## config.mk

```make
export PLATFORM = sky130hd
export DESIGN_NAME = ps2_host_tx
export DESIGN_NICKNAME = d
export VERILOG_FILES = /design/src/rtl/ps2_pkg.sv /design/src/rtl/ps2_line_sync.sv /design/src/rtl/ps2_host_tx.sv
export SDC_FILE = /design/constraint.sdc
export NUM_CORES = 1
export LEC_CHECK = 0
export CELL_PAD_IN_SITES_DETAIL_PLACEMENT = 2
export CELL_PAD_IN_SITES_GLOBAL_PLACEMENT = 2
export CORE_AREA = 2 2 91 93
export CTS_BUF_LIST = sky130_fd_sc_hd__clkbuf_16
export CTS_CLUSTER_DIAMETER = 200
export DETAILED_ROUTE_END_ITERATION = 10
export DIE_AREA = 0 0 93 95
export PLACE_DENSITY = 0.75
export SLEW_MARGIN = 15
export SYNTH_ARGS = -nofsm -noshare
export SYNTH_HDL_FRONTEND = slang
export SYNTH_SLANG_ARGS = --single-unit
```

## constraint.sdc

```tcl
create_clock -name clock -period 3.9 [get_ports clock]
set_input_delay 0.78 -clock clock [delete_from_list [all_inputs] [get_ports clock]]
set_output_delay 0.78 -clock clock [all_outputs]
set_load 0.1 [all_outputs]
```

## src/rtl/ps2_pkg.sv

```systemverilog
// Shared PS/2 definitions: host-transmit FSM states, command/response codes,
// and a sizing helper for the timeout counter.
package ps2_pkg;

  typedef enum logic [2:0] {
    IDLE,
    INHIBIT,
    REQ,
    BITS,
    ACK,
    WAIT_REL,
    DONE,
    ERROR
  } ps2_tx_state_e;

  localparam logic [7:0] PS2_CMD_RESET    = 8'hFF;
  localparam logic [7:0] PS2_CMD_SET_LEDS = 8'hED;
  localparam logic [7:0] PS2_RSP_ACK      = 8'hFA;

  // Largest of three cycle counts; one counter serves every timed phase.
  function automatic int ps2_max3(input int a, input int b, input int c);
    int m;
    m = (a > b) ? a : b;
    return (m > c) ? m : c;
  endfunction

endpackage

```

## src/rtl/ps2_line_sync.sv

```systemverilog
// Two-flop synchroniser for the raw PS/2 clock and data pins plus a
// one-cycle pulse on each synchronised clock falling edge.
module ps2_line_sync (
  input  logic clock,
  input  logic reset,
  input  logic clk_in,
  input  logic data_in,
  output logic clk_sync,
  output logic data_sync,
  output logic clk_fall
);

  logic clk_meta, data_meta, clk_prev;

  // Idle bus is pulled high, so every flop resets to 1 to avoid a false edge.
  always_ff @(posedge clock or posedge reset) begin
    if (reset) begin
      clk_meta  <= 1'b1;
      clk_sync  <= 1'b1;
      clk_prev  <= 1'b1;
      data_meta <= 1'b1;
      data_sync <= 1'b1;
    end else begin
      clk_meta  <= clk_in;
      clk_sync  <= clk_meta;
      clk_prev  <= clk_sync;
      data_meta <= data_in;
      data_sync <= data_meta;
    end
  end

  assign clk_fall = clk_prev & ~clk_sync;

endmodule

```

## src/rtl/ps2_host_tx.sv

```systemverilog
// Host-to-device PS/2 transmitter: inhibit, request-to-send, 8 data bits LSB
// first, odd parity, stop, then checks the device ACK. Open-drain lines are
// modelled as active-high "pull low" enables.
module ps2_host_tx
  import ps2_pkg::*;
#(
  parameter int INHIBIT_CYCLES = 10_000,
  parameter int START_TIMEOUT  = 1_500_000,
  parameter int XFER_TIMEOUT   = 200_000
) (
  input  logic       clock,
  input  logic       reset,
  input  logic       tx_valid,
  input  logic [7:0] tx_data,
  output logic       tx_ready,
  output logic       tx_done,
  output logic       tx_error,
  output logic       rx_inhibit,
  input  logic       ps2_clk_in,
  input  logic       ps2_data_in,
  output logic       ps2_clk_oe,
  output logic       ps2_data_oe
);

  localparam int CNT_MAX = ps2_max3(INHIBIT_CYCLES, START_TIMEOUT, XFER_TIMEOUT);
  localparam int CW      = $clog2(CNT_MAX + 1);
  localparam logic [CW-1:0] INH_LAST   = CW'(INHIBIT_CYCLES - 1);
  localparam logic [CW-1:0] START_LAST = CW'(START_TIMEOUT - 1);
  localparam logic [CW-1:0] XFER_LAST  = CW'(XFER_TIMEOUT - 1);

  ps2_tx_state_e state, state_n;
  logic [CW-1:0] cnt, cnt_n;
  logic [3:0]    bit_idx, bit_idx_n;
  logic [8:0]    shift, shift_n;
  logic          clk_sync, data_sync, clk_fall;

  ps2_line_sync u_sync (
    .clock     (clock),
    .reset     (reset),
    .clk_in    (ps2_clk_in),
    .data_in   (ps2_data_in),
    .clk_sync  (clk_sync),
    .data_sync (data_sync),
    .clk_fall  (clk_fall)
  );

  // State, shared timeout counter, bit index and frame shift register.
  always_ff @(posedge clock or posedge reset) begin
    if (reset) begin
      state   <= IDLE;
      cnt     <= '0;
      bit_idx <= '0;
      shift   <= '0;
    end else begin
      state   <= state_n;
      cnt     <= cnt_n;
      bit_idx <= bit_idx_n;
      shift   <= shift_n;
    end
  end

  // Next-state logic; the counter restarts on every timed phase entry and at
  // the first device falling edge so the transfer timeout spans the frame.
  always_comb begin
    state_n   = state;
    cnt_n     = cnt + CW'(1);
    bit_idx_n = bit_idx;
    shift_n   = shift;
    case (state)
      IDLE: begin
        cnt_n = '0;
        if (tx_valid) begin
          state_n = INHIBIT;
          shift_n = {~^tx_data, tx_data};
        end
      end
      INHIBIT: if (cnt == INH_LAST) begin
        state_n = REQ;
        cnt_n   = '0;
      end
      REQ: begin
        if (clk_fall) begin
          state_n   = BITS;
          bit_idx_n = '0;
          cnt_n     = '0;
        end else if (cnt == START_LAST) begin
          state_n = ERROR;
        end
      end
      BITS: begin
        if (cnt == XFER_LAST)      state_n = ERROR;
        else if (clk_fall) begin
          if (bit_idx == 4'd8)     state_n = ACK;
          else                     bit_idx_n = bit_idx + 4'd1;
        end
      end
      ACK: begin
        if (cnt == XFER_LAST)      state_n = ERROR;
        else if (clk_fall)         state_n = data_sync ? ERROR : WAIT_REL;
      end
      WAIT_REL: begin
        if (cnt == XFER_LAST)          state_n = ERROR;
        else if (clk_sync && data_sync) state_n = DONE;
      end
      DONE, ERROR: begin
        state_n = IDLE;
        cnt_n   = '0;
      end
      default: state_n = IDLE;
    endcase
  end

  // Line drives decode straight from registered state, so reset releases
  // both lines immediately and data moves only after a registered fall.
  always_comb begin
    ps2_clk_oe  = 1'b0;
    ps2_data_oe = 1'b0;
    case (state)
      INHIBIT: begin
        ps2_clk_oe  = 1'b1;
        ps2_data_oe = (cnt == INH_LAST);
      end
      REQ:     ps2_data_oe = 1'b1;
      BITS:    ps2_data_oe = ~shift[bit_idx];
      default: ;
    endcase
  end

  assign tx_ready   = (state == IDLE);
  assign rx_inhibit = (state != IDLE);
  assign tx_done    = (state == DONE);
  assign tx_error   = (state == ERROR);

endmodule
```

* Word-level counts from Yosys, hierarchy flattened
Cells that the tools add are included.
** Storage, ports and cells
- Word-level logic and storage cells :: 72
- Bits of input ports :: 13
- Bits in registers :: 42
** Cells by class
- Bitwise gates (word level) :: 3
- Add/sub/neg operators :: 2
- Eq/ne operators :: 22
- Mux-type cells :: 25
- Reductions and logical operators :: 10
- $lt $le $gt $ge :: 1
** Operators by type and width (count)
- $pmux W21 S3 :: 1
- $mux W21 :: 2
- $mux W3 :: 11
- $add A21 B1 Y21 const B :: 1
- $eq A21 B14 Y1 const B :: 1
- $eq A21 B18 Y1 const B :: 1
- $eq A21 B21 Y1 const B :: 1
- $pmux W3 S7 :: 1
- $mux W4 :: 4
- $ne A3 B3 Y1 const B :: 5
- $eq A3 B3 Y1 const B :: 4
- $ne A2 B2 Y1 const B :: 6
- $pmux W4 S2 :: 1
- $reduce_xnor A8 Y1 :: 1
- $reduce_and A7 Y1 :: 1
- $eq A3 B2 Y1 const B :: 2
- $lt A4 B5 Y1 const B :: 1
- $reduce_and A5 Y1 :: 1
- $add A4 B1 Y4 const B :: 1
- $bmux W1 S4 :: 1
- $eq A4 B4 Y1 const B :: 1
- $eq A3 B1 Y1 const B :: 1
- $logic_not A3 Y1 :: 1
- $pmux W1 S3 :: 1
- 10 further kinds :: 12

* Longest topological paths before layout
- Depth after elaboration :: 5
- Gate-level depth with buffers :: 8

* Modules after synthesis
Synthesis repeated with hierarchy kept, for this count alone.
** Unflattened totals
- Cell total of the unflattened synthesis :: 224
- Area, all modules :: 2279.7 um^2
** By module, submodules not included
- ps2_host_tx :: cells each 217, seq. area each 925.9 um^2, times used 1, area an instance 2130.8 um^2
- ps2_line_sync :: cells each 7, seq. area each 131.4 um^2, times used 1, area an instance 148.9 um^2

* Worst setup path before layout
OpenSTA, ideal clock, no wires.
- Path kind :: flip-flop to output port
- From :: reg state[2]
- To :: out rx_inhibit
- Slack :: -0.865 ns
- Cell stages (with the launch flop) :: 4
- Arrival :: 3.985 ns
- Path through :: dfrtp_1 > clkbuf_1 > nor3_1 > inv_1
** Between the ends
- Cells in the longest elaborated chain, start to end :: 1
** Ends and longest elaborated chain
- from (decl) :: RTL line ps2_host_tx.sv:31 : ps2_tx_state_e state, state_n;
- from (signal assigned) :: RTL line ps2_host_tx.sv:55 : state <= state_n;
- $reduce_bool A3 Y1 :: RTL line ps2_host_tx.sv:130 : assign rx_inhibit = (state != IDLE);
- to (decl) :: RTL line ps2_host_tx.sv:18 : output logic rx_inhibit,
No other way between the ends.

* Worst setup path in the final report
- From :: reg cnt[0]
- To :: out ps2_data_oe
** Between the ends
- Cells in the longest elaborated chain, start to end :: 2
** Ends and longest elaborated chain
- from (decl) :: RTL line ps2_host_tx.sv:32 : logic [CW-1:0] cnt, cnt_n;
- from (signal assigned) :: RTL line ps2_host_tx.sv:56 : cnt <= cnt_n;
- $eq A21 B14 Y1 :: RTL line ps2_host_tx.sv:121 : ps2_data_oe = (cnt == INH_LAST);
- $pmux W1 S3 :: RTL line ps2_host_tx.sv:118 : case (state)
- to (decl) :: RTL line ps2_host_tx.sv:22 : output logic ps2_data_oe
No other way between the ends.

==> results_dict.tcl <==
set metrics [dict create \
    clk_latency_ns 0.28 \
    cts_setup_buffers 0 \
    fp-row-count 33 \
    critPathKind "reg2out" \
    fin_area_um2 2660 \
    synth_area_um2 2240 \
    relSlewSlack_pct 38.1 \
    clockRootBuffer "clkbuf_16" \
    ys_seq_elements 42 \
    synthTopCellsByArea "dfrtp_1, xnor2_1, dfstp_2, nor2_1, mux2_2" \
    grt_max_degree 43 \
    drc_errors 0 \
    critPathMaxFanout 4 \
    synth_top_area_cell "dfrtp_1" \
    crit_family "simple AND/OR/NAND/NOR gates" \
    start_util_pct 28.3 \
    place.detailed.hpwl_um 3940 \
    num_antenna_cells 0 \
    grt_overflow 0 \
    max_cap_violations 0 \
    power_frac_seq_pct 47.0 \
    die_h_um 95 \
    setup_viol 0 \
    port-buffer-count 18 \
    crit_required_ns 3.12 \
    post-route-period-util_pct 84.7 \
    status "complete, no violations" \
    layout-drive-gt1-share_pct 14.1 \
    hold_buffers 0 \
    p_total_w 0.000941 \
    drt_first_iter_violations 61 \
    synth_most_common_cell "dfrtp_1" \
    htreeDepth 2 \
    synth-seq-area-share_pct 47.2 \
    fin_nets 256 \
    grt_pass1_vias 1903 \
    die_x_um 93 \
    min_period_ns 3.30 \
    ys.flop_type "dfrtp_1" \
    p_sw_share_pct 19.4 \
    core_area_um2 7930 \
    ant_nets 0 \
    clock_sinks 42 \
    io_pins 19 \
    yosys_warnings 0 \
    tightest_slew_ns 0.929 \
    async_flop_share_pct 100 \
    wl_per_cell_um 15.7 \
    synth_common_cells "dfrtp_1, nor2_1, xnor2_1" \
    synth_edf_count 0 \
    whs_ns 0.356 \
    p_switching_w 0.000183 \
    via_per_inst 4.86 \
    fin_skew_ns 0.00556 \
    wl_um 5420 \
    grt_use_total_pct 13.8 \
    cp_num_buf_inv 1 \
    ys_types 42 \
    clkPwrFrac_pct 48.9 \
    cellLeakagePower_nw 1.15 \
    worstPathArrival_ns 2.52 \
    syn_inst 222 \
    numCtsBuffers 5 \
    dpl_cell_area_um2 2500 \
    cts_max_path_buffers 2 \
    ir_drop_v 0.000143 \
    cts.clk_slew.worst_paths_ns 0.06 \
    cpMaxStageDelayCell "nor3_1" \
    cp_slowest_stage_delay_ns 0.46 \
    fmax_mhz 303 \
    hold_class "reg2reg" \
    synth_top_area_share_pct 41.3 \
    grt_pass1_wl_um 9550 \
    pwr-share-comb_pct 4.1 \
    power-per-cell-area_nw_per_um2 353 \
    fillerInstances 894 \
    die_area_um2 8840 \
    drv_slew 0 \
    startpoint_type "flop" \
    worstPathCellList "ha_1, nand3_1, or3_1, nor3_1, a21o_1, o21ai_0, a21oi_1, buf_4" \
    cts_tree "done" \
    dr.pass1.iters 4 \
    hold_viol 0 \
    syn_avg_cell_area_um2 10.1 \
    gp_congestion 0.690 \
    internal-power_w 0.000758 \
    rsz0062_at_grt "false" \
    ctsResizeCount 0 \
    critPathCaptureType "primary output" \
    grt_antenna_before_repair 0 \
    syn-num-nets 238 \
    routed-via-count 1682 \
    areaGrowthSynthToFinish_pct 18.9 \
    tns_ns 0 \
]
[path summary, 6_finish.rpt]
check / startpoint / to / slack, ns / depth (start not counted)
max: cnt[0] / ps2_data_oe / 0.60 / 8
min: u_sync.data_meta / u_sync.data_sync / 0.36 / 0
max reg2reg: cnt[0] / cnt[4] / 1.19 / 7
min reg2reg: u_sync.data_meta / u_sync.data_sync / 0.36 / 0
max in group asynchronous: reset / u_sync.data_sync / 2.57 / 3
min in group asynchronous: reset / shift[1] / 0.94 / 3
[cell usage in the layout, fill, tap and decap left out, drive strengths merged, types with 5 or more instances in the layout]
cell           instances
buf                    7
clkbuf                 5
xor2                  10
dfrtp                 37
clkdlybuf4s50         12
inv                   12
mux2i                  5
mux2                   9
nor2                  32
xnor2                 16
o21ai                  6
nand2                 15
dfstp                  5
nand4                  7
nor3                   8
nand3                 11
[cells by family after synthesis]
family	share of synthesized area, %
AO/OA/AOI/OAI	6.82
XOR/XNOR	10.2
adder cells (fa/ha/maj)	1.68
buffers and inverters	3.80
flip-flops	47.2
multiplexers	8.77
AND/OR/NAND/NOR	21.6
[state kept, by name (all words and copies together), names as in the netlist, 3 cells and up]
signal and count:
shift 9, state 3, bit_idx 4, cnt 21
[stage by stage]
stage / utilization [%] / setup WS, ns / instances
global placement: 31.5 / 0.935 / 338
detailed placement: 31.5 / 0.873 / 338
global route: 33.6 / 0.408 / 346
finish: 33.6 / 0.598 / 346
CTS: 33.6 / 0.564 / 346
floorplan: - / 0.107 / 222
[final cells by class]
cell class	count	area, um2	area share, %
Clock buffer	5	125	4.70
Tap cell	105	131	4.93
Inverter	10	37.5	1.41
Multi-Input combinational cell	162	1100	41.4
Sequential cell	42	1060	39.7
Clock inverter	3	37.5	1.41
Timing Repair Buffer	19	173	6.48
[power by group through the flow]
stage	combinational (W)	clock, W	sequential, W
detailed placement	0.0000395	0	0.000450
finish	0.0000384	0.000460	0.000442
global route	0.0000433	0.000495	0.000442
global placement	0.0000390	0	0.000450
CTS	0.0000397	0.000477	0.000442
floorplan	0.0000200	0	0.000449
[metal layers]
metal  share of wire (%)  global-route usage, %
met2                  53                   25.1
met4                0.63                   2.94
met5                   0                      0
met1                  44                   16.8
met3                 2.7                   2.87
Power figures use the tool's default switching activity.
